==> src/rtl/hazard_controller.sv <==
// Hazard controller for the five-stage integer pipeline.
// A two-entry shadow of the EX and MEM stages is compared against the
// sources of the instruction sitting in ID. From that comparison the block
// decides whether ID has to be held for a cycle (load-use, or a branch whose
// operand is not ready yet) and which forwarding path each operand should use.
// A saturating counter records how many cycles were lost to stalls.

module hazard_controller (
   input  logic        clk,
   input  logic        reset,
   input  logic [4:0]  rS1,
   input  logic [4:0]  rS2,
   input  logic        useS1,
   input  logic        useS2,
   input  logic [4:0]  rWId,
   input  logic        regWrId,
   input  logic        loadId,
   input  logic        branchId,
   output logic        stall,
   output logic        ifIdWrIn,
   output logic        bubble,
   output logic        exMemIdA,
   output logic        exMemIdB,
   output logic        exMemExA,
   output logic        exMemExB,
   output logic        memWbExA,
   output logic        memWbExB,
   output logic [15:0] stallCycles
);

   // One shadow entry describes an instruction further down the pipe:
   // whether a real instruction occupies the slot, which register it
   // writes, whether it writes at all, and whether its value comes from
   // data memory (and so is not ready until the end of MEM).
   typedef struct packed {
      logic       valid;
      logic [4:0] rW;
      logic       regWr;
      logic       load;
   } shadowEntry_t;

   localparam logic [15:0] StallCountMax = 16'hFFFF;

   shadowEntry_t exShadow;
   shadowEntry_t memShadow;
   shadowEntry_t exNext;

   logic s1MatchEx;
   logic s1MatchMem;
   logic s2MatchEx;
   logic s2MatchMem;

   logic loadUseStall;
   logic branchStall;

   logic s1FwdEx;
   logic s2FwdEx;

   logic [15:0] stallCount;

   // A source only depends on a producer if ID really reads it, it is not
   // r0 (hard-wired zero), and the producer is a live instruction that
   // writes that very register.
   function automatic logic srcMatches(
      input logic         useSrc,
      input logic [4:0]   src,
      input shadowEntry_t entry
   );
      return useSrc && (src != 5'd0) && entry.valid && entry.regWr &&
             (entry.rW == src);
   endfunction

   // Compare both ID sources against both shadow entries. The register file
   // itself writes on the falling clock, so a producer that has already left
   // MEM is visible through the normal read path and needs no entry here.
   always_comb begin
      s1MatchEx  = srcMatches(useS1, rS1, exShadow);
      s1MatchMem = srcMatches(useS1, rS1, memShadow);
      s2MatchEx  = srcMatches(useS2, rS2, exShadow);
      s2MatchMem = srcMatches(useS2, rS2, memShadow);
   end

   // Decide whether ID must wait. A load in EX cannot feed anything yet, so
   // any reader stalls once. A branch resolves in ID and needs busA right
   // now: an ALU result still in EX is one cycle too late, and a load is
   // usable by the branch only once it has left MEM, hence two cycles.
   always_comb begin
      loadUseStall = (s1MatchEx || s2MatchEx) && exShadow.load;
      branchStall  = branchId && (s1MatchEx || (s1MatchMem && memShadow.load));
      stall        = loadUseStall || branchStall;
   end

   assign ifIdWrIn = ~stall;
   assign bubble   = stall;

   // The EX-stage forward from the EX/MEM register only makes sense for a
   // non-load; a load in EX always stalls instead.
   always_comb begin
      s1FwdEx = s1MatchEx && !exShadow.load;
      s2FwdEx = s2MatchEx && !exShadow.load;
   end

   // Pick forwarding paths for the operands. The newest producer wins, so
   // the MEM/WB path is only used when EX/MEM does not already supply the
   // value. The ID-stage forward taps aluResultMem, which holds nothing
   // useful for a load. A stalled instruction turns into a bubble, so none
   // of its forward selects may leak into ID/EX.
   always_comb begin
      exMemIdA = 1'b0;
      exMemIdB = 1'b0;
      exMemExA = 1'b0;
      exMemExB = 1'b0;
      memWbExA = 1'b0;
      memWbExB = 1'b0;
      if (!stall) begin
         exMemIdA = s1MatchMem && !memShadow.load;
         exMemIdB = s2MatchMem && !memShadow.load;
         exMemExA = s1FwdEx;
         exMemExB = s2FwdEx;
         memWbExA = s1MatchMem && !s1FwdEx;
         memWbExB = s2MatchMem && !s2FwdEx;
      end
   end

   // Describe what enters EX on the next edge: the ID instruction, or an
   // empty slot when it is being held back.
   always_comb begin
      exNext = '0;
      if (!stall) begin
         exNext.valid = 1'b1;
         exNext.rW    = rWId;
         exNext.regWr = regWrId;
         exNext.load  = loadId;
      end
   end

   // Advance the shadow pipeline one stage per clock. Reset clears both
   // entries at once, which removes every match and therefore drops any
   // stall without waiting for the clock.
   always_ff @(posedge clk or posedge reset) begin
      if (reset) begin
         exShadow  <= '0;
         memShadow <= '0;
      end else begin
         memShadow <= exShadow;
         exShadow  <= exNext;
      end
   end

   // Count stalled cycles for performance monitoring. The counter sticks at
   // its maximum rather than wrapping, so a long run never reads as few
   // stalls.
   always_ff @(posedge clk or posedge reset) begin
      if (reset) begin
         stallCount <= 16'd0;
      end else if (stall && (stallCount != StallCountMax)) begin
         stallCount <= stallCount + 16'd1;
      end
   end

   assign stallCycles = stallCount;

endmodule

==> config.mk <==
export PLATFORM = sky130hd
export DESIGN_NAME = hazard_controller
export DESIGN_NICKNAME = d
export VERILOG_FILES = /design/src/rtl/hazard_controller.sv
export SDC_FILE = /design/constraint.sdc
export NUM_CORES = 1
export LEC_CHECK = 0
export CAP_MARGIN = 15
export CORE_ASPECT_RATIO = 0.6
export CORE_UTILIZATION = 50
export CTS_CLUSTER_DIAMETER = 30
export DETAILED_ROUTE_END_ITERATION = 8
export PLACE_DENSITY_LB_ADDON = 0.05
export SYNTH_ARGS = -nofsm -noshare
export SYNTH_HDL_FRONTEND = slang
export SYNTH_SLANG_ARGS = --single-unit
==> constraint.sdc <==
create_clock -name clk -period 5.2 [get_ports clk]
set_input_delay 1.04 -clock clk [delete_from_list [all_inputs] [get_ports clk]]
set_output_delay 1.04 -clock clk [all_outputs]
set_load 0.02 [all_outputs]
Word-level counts from Yosys, hierarchy flattened. Index checks and enable logic that the tools add are counted.

Flip-flop bits (word level): 32. Input bits: 22. Output and inout port bits: 25. Word-level logic and storage cells: 56.

Add/sub/neg operators: 1. Eq/ne operators: 5. Multiplexer cells: 7. Bitwise logic cells: 1. Reductions and logical operators: 33.

Operators by type and width (number): logical AND 1 bit (24); equality test 5 bit (4); adder 16 x 1 -> 16 bit (second input constant) (1); inequality test 16 bit (second input constant) (1); nonzero test 5 bit (2); 2-to-1 mux 8 bit (1); 2-to-1 mux 1 bit (6); logical NOT 1 bit (4); logical OR 1 bit (3); inverter 1 bit (1).

Logic depth before layout (Yosys ltp).
Depth after elaboration: 10. Mapped depth: 9. Mapped depth without buffers: 7.

Worst setup path after synthesis. OpenSTA, ideal clock, no wires.

Path kind: input port to output port. From: input port rS1[1]. To: output port exMemIdA. Arrival time: 2.955 ns. Data required time: 4.160 ns. Setup slack: 1.205 ns. Stages: 9. Path buffers: 2. Cells stage by stage: or4_4 -> o21ai_2 -> or4_4 -> o22a_1 -> a21boi_4 -> buf_6 -> buf_4 -> nand2_1 -> nor2_1.

Word-level cells in the longest chain between the ends: 10. Elaborated cells on any way between the ends: 18. Classes of those cells: eq/ne (2); mux (1); reduce/logical (15).

Ends and longest elaborated chain: start: declaration (RTL line 11) `input logic [4:0] rS1,`; nonzero test 5 bit (RTL line 69) `return useSrc && (src != 5'd0) && entry.valid && entry.regWr &&`; logical AND 1 bit (4 in a row) (RTL line 69); logical AND 1 bit (RTL line 89) `branchStall = branchId && (s1MatchEx || (s1MatchMem && memShadow.load));`; logical OR 1 bit (RTL line 89); logical AND 1 bit (RTL line 89); logical OR 1 bit (RTL line 90) `stall = loadUseStall || branchStall;`; 2-to-1 mux 1 bit (*) (RTL line 115) `if (!stall) begin`; end: declaration (RTL line 22) `output logic exMemIdA,`.

Every way passes the cells marked *; elsewhere a longest branch is shown, timed or not.

Worst setup path after layout. Ends and elaborated chain as after synthesis.

==> flow_summary.json <==
{
  "synth_top_area_cell": "dfrtp_1",
  "synth_edf_count": 0,
  "crit_arrival_ps": 3710,
  "route.detailed.drc": 0,
  "power.density_nw_per_um2": 248,
  "wl_met2_mm": 1.46,
  "stdcell_count": 246,
  "place_ws_ps": 464,
  "grt_usage_pct": 22.2,
  "drtIter0Drc": 83,
  "root_buffer": "clkbuf_8",
  "vias": 1271,
  "netlist_instances": 150,
  "total_power_mw": 0.557,
  "clk_latency_ps": 280,
  "fin_crit_sh_pct": 91.3,
  "path_class": "in2out",
  "h-tree-depth": 2,
  "fin_area_sq_um": 2250,
  "via_per_inst": 5.17,
  "status": "finished, final reports clean",
  "fmax_mhz": 211,
  "ys_types": 28,
  "peakVddDrop_mv": 0.301,
  "maxCapViolCount": 0,
  "nFillCells": 181,
  "synth.yosys.seq_area_share_pct": 49.1,
  "p_leak_nw": 0.985,
  "die-area_sq_um": 3500,
  "start_util_pct": 54.6,
  "wl_met1_mm": 1.84,
  "grt_pass1_vias": 1132,
  "grt_pass1_wl_mm": 5.43,
  "n_antenna_cell": 0,
  "routed_wl_mm": 3.53,
  "clock_skew_ps": 7.24,
  "rsz0062_at_grt": "no",
  "dpl_cell_area_sq_um": 2130,
  "fin_ws_ps": 453,
  "ys.flop_type": "dfrtp_1",
  "startpoint_type": "primary input",
  "postCtsSetupBuffers": 0,
  "drtPass1Iterations": 5,
  "slew_headroom_pct": 40.4,
  "synth_area_leaders": "dfrtp_1 (49%), xor2_1 (13%), xnor2_1 (4.8%)",
  "yosys_warnings": 0,
  "clk_pin_slew_worst_paths_ps": 70,
  "synth_top_cell_area_share_pct": 49.1,
  "dp_cells": 237,
  "overflow": 0,
  "antenna_found_initial": 0,
  "fin_nets": 226,
  "syn-num-nets": 173,
  "fp-row-count": 15,
  "cts_tree": "built",
  "fin_setup_tns_ps": 0,
  "wl_per_cell_um": 14.4,
  "routed.top_layer": "met4",
  "io_buffers": 46,
  "critical_path_required_ps": 4160,
  "dpl.hpwl_mm": 2.66,
  "seq_area_sq_um": 801,
  "synth_most_common_cell": "dfrtp_1",
  "die_w_um": 75.7,
  "async_flop_share_pct": 100,
  "drive_gt1_share_pct": 11.3,
  "syn-cell-area_sq_um": 1630,
  "syn_to_final_growth_pct": 37.8,
  "synth_seq_cells": 32,
  "io-pin-count": 47,
  "final-hold-violation-count": 0,
  "wl_met3_um": 210,
  "cts_buffer_depth": 2,
  "hold_class": "reg2reg",
  "grt_max_degree": 33,
  "core_sq_um": 2980,
  "cp_max_fo": 7,
  "numCtsBuffers": 5,
  "clock-sinks": 32,
  "die_h_um": 46.2,
  "multiInputGateArea_sq_um": 788,
  "period_needed_ps": 4750,
  "worstSetupEndpointType": "primary output",
  "ys_top_cells_by_count": "dfrtp_1 (32), xor2_1 (24), nand2_1 (12), nor2_1 (12)",
  "drv_slew": 0,
  "final_antenna_net_count": 0,
  "worst_slew_pin_slew_ps": 883,
  "synth.avg_cell_area_sq_um": 10.9,
  "hold_buffers": 0,
  "ctsResizeCount": 0,
  "gp_congestion": 0.982,
  "setup_viol": 0
}
==> layout by cell type (no fill, tap or decap), drive strengths merged, types with 2 or more instances in the layout <==
cell / instances
or4: 5
nor4: 5
nor3b: 2
xnor2: 9
inv: 4
clkinv: 3
buf: 3
and2: 8
nor2: 12
nand2b: 2
nand2: 12
xor2: 24
dfrtp: 32
nor3: 9
nor4b: 2
clkbuf: 5
and3: 2
clkdlybuf4s50: 46
o21ai: 2
nand4: 3
nand3: 6
mux2: 3
==> critical path, cell delays in order <==
cell and delay (ps):
clkdlybuf4s50_1 480, or4_4 580, o21ai_2 140, or4_4 170, o22a_1 150, a21boi_4 290
nand2_1 120, nor2_1 120, clkdlybuf4s50_1 620
==> metal layers <==
metal / track usage [%] / vias to the layer above
met3: 7.66 / 4
li1: - / 617
met1: 33.7 / 600
met4: 7.04 / 0
met5: 0 / -
met2: 29.3 / 50
==> metrics by stage <==
| step | hold WS, ps | util (%) |
|---|---|---|
| floorplan | 354 | - |
| global placement | 357 | 71.4 |
| CTS | 382 | 74.4 |
| global route | 392 | 75.3 |
| detailed placement | 365 | 71.4 |
| finish | 383 | 75.3 |
==> final timing paths <==
path	startpoint	to	slack, ps	cells after the start
worst max-delay path	rS1[1]	exMemIdA	450	9
worst min-delay path	exShadow[7]	memShadow[7]	380	0
worst max register to register	exShadow[3]	stallCycles[1]	2610	8
worst min register to register	exShadow[7]	memShadow[7]	380	0
max in group asynchronous	reset	stallCycles[11]	3690	3
min in group asynchronous	reset	exShadow[4]	1050	2
==> layout make-up <==
class	count	share of cell area (%)
Inverter	4	0.668
Clock buffer	5	3.06
Tap cell	42	2.34
Timing Repair Buffer	49	22.4
Clock inverter	3	0.835
Sequential cell	32	35.6
Multi-Input combinational cell	111	35.1
==> kinds of logic after synthesis <==
group,after synthesis,share of synthesized area (%)
fa+ha+maj,1,0.767
flops,32,49.1
simple gates,68,24.3
mux,3,2.07
compound gates,6,3.53
xor+xnor,33,17.7
buf+inv,7,2.53
==> report_power, final <==
| part | internal [mW] | switching [mW] | leakage, nW |
|---|---|---|---|
| registers | 0.264 | 0.0169 | 0.397 |
| clock network | 0.0930 | 0.0897 | 0.0479 |
| logic | 0.0514 | 0.0424 | 0.540 |
| total | 0.408 | 0.149 | 0.985 |
==> sequential cells by signal, summed over array words and instances (netlist names) <==
signal / count
stallCycles: 16
exShadow: 8
memShadow: 8
Power figures use the tool's default switching activity.
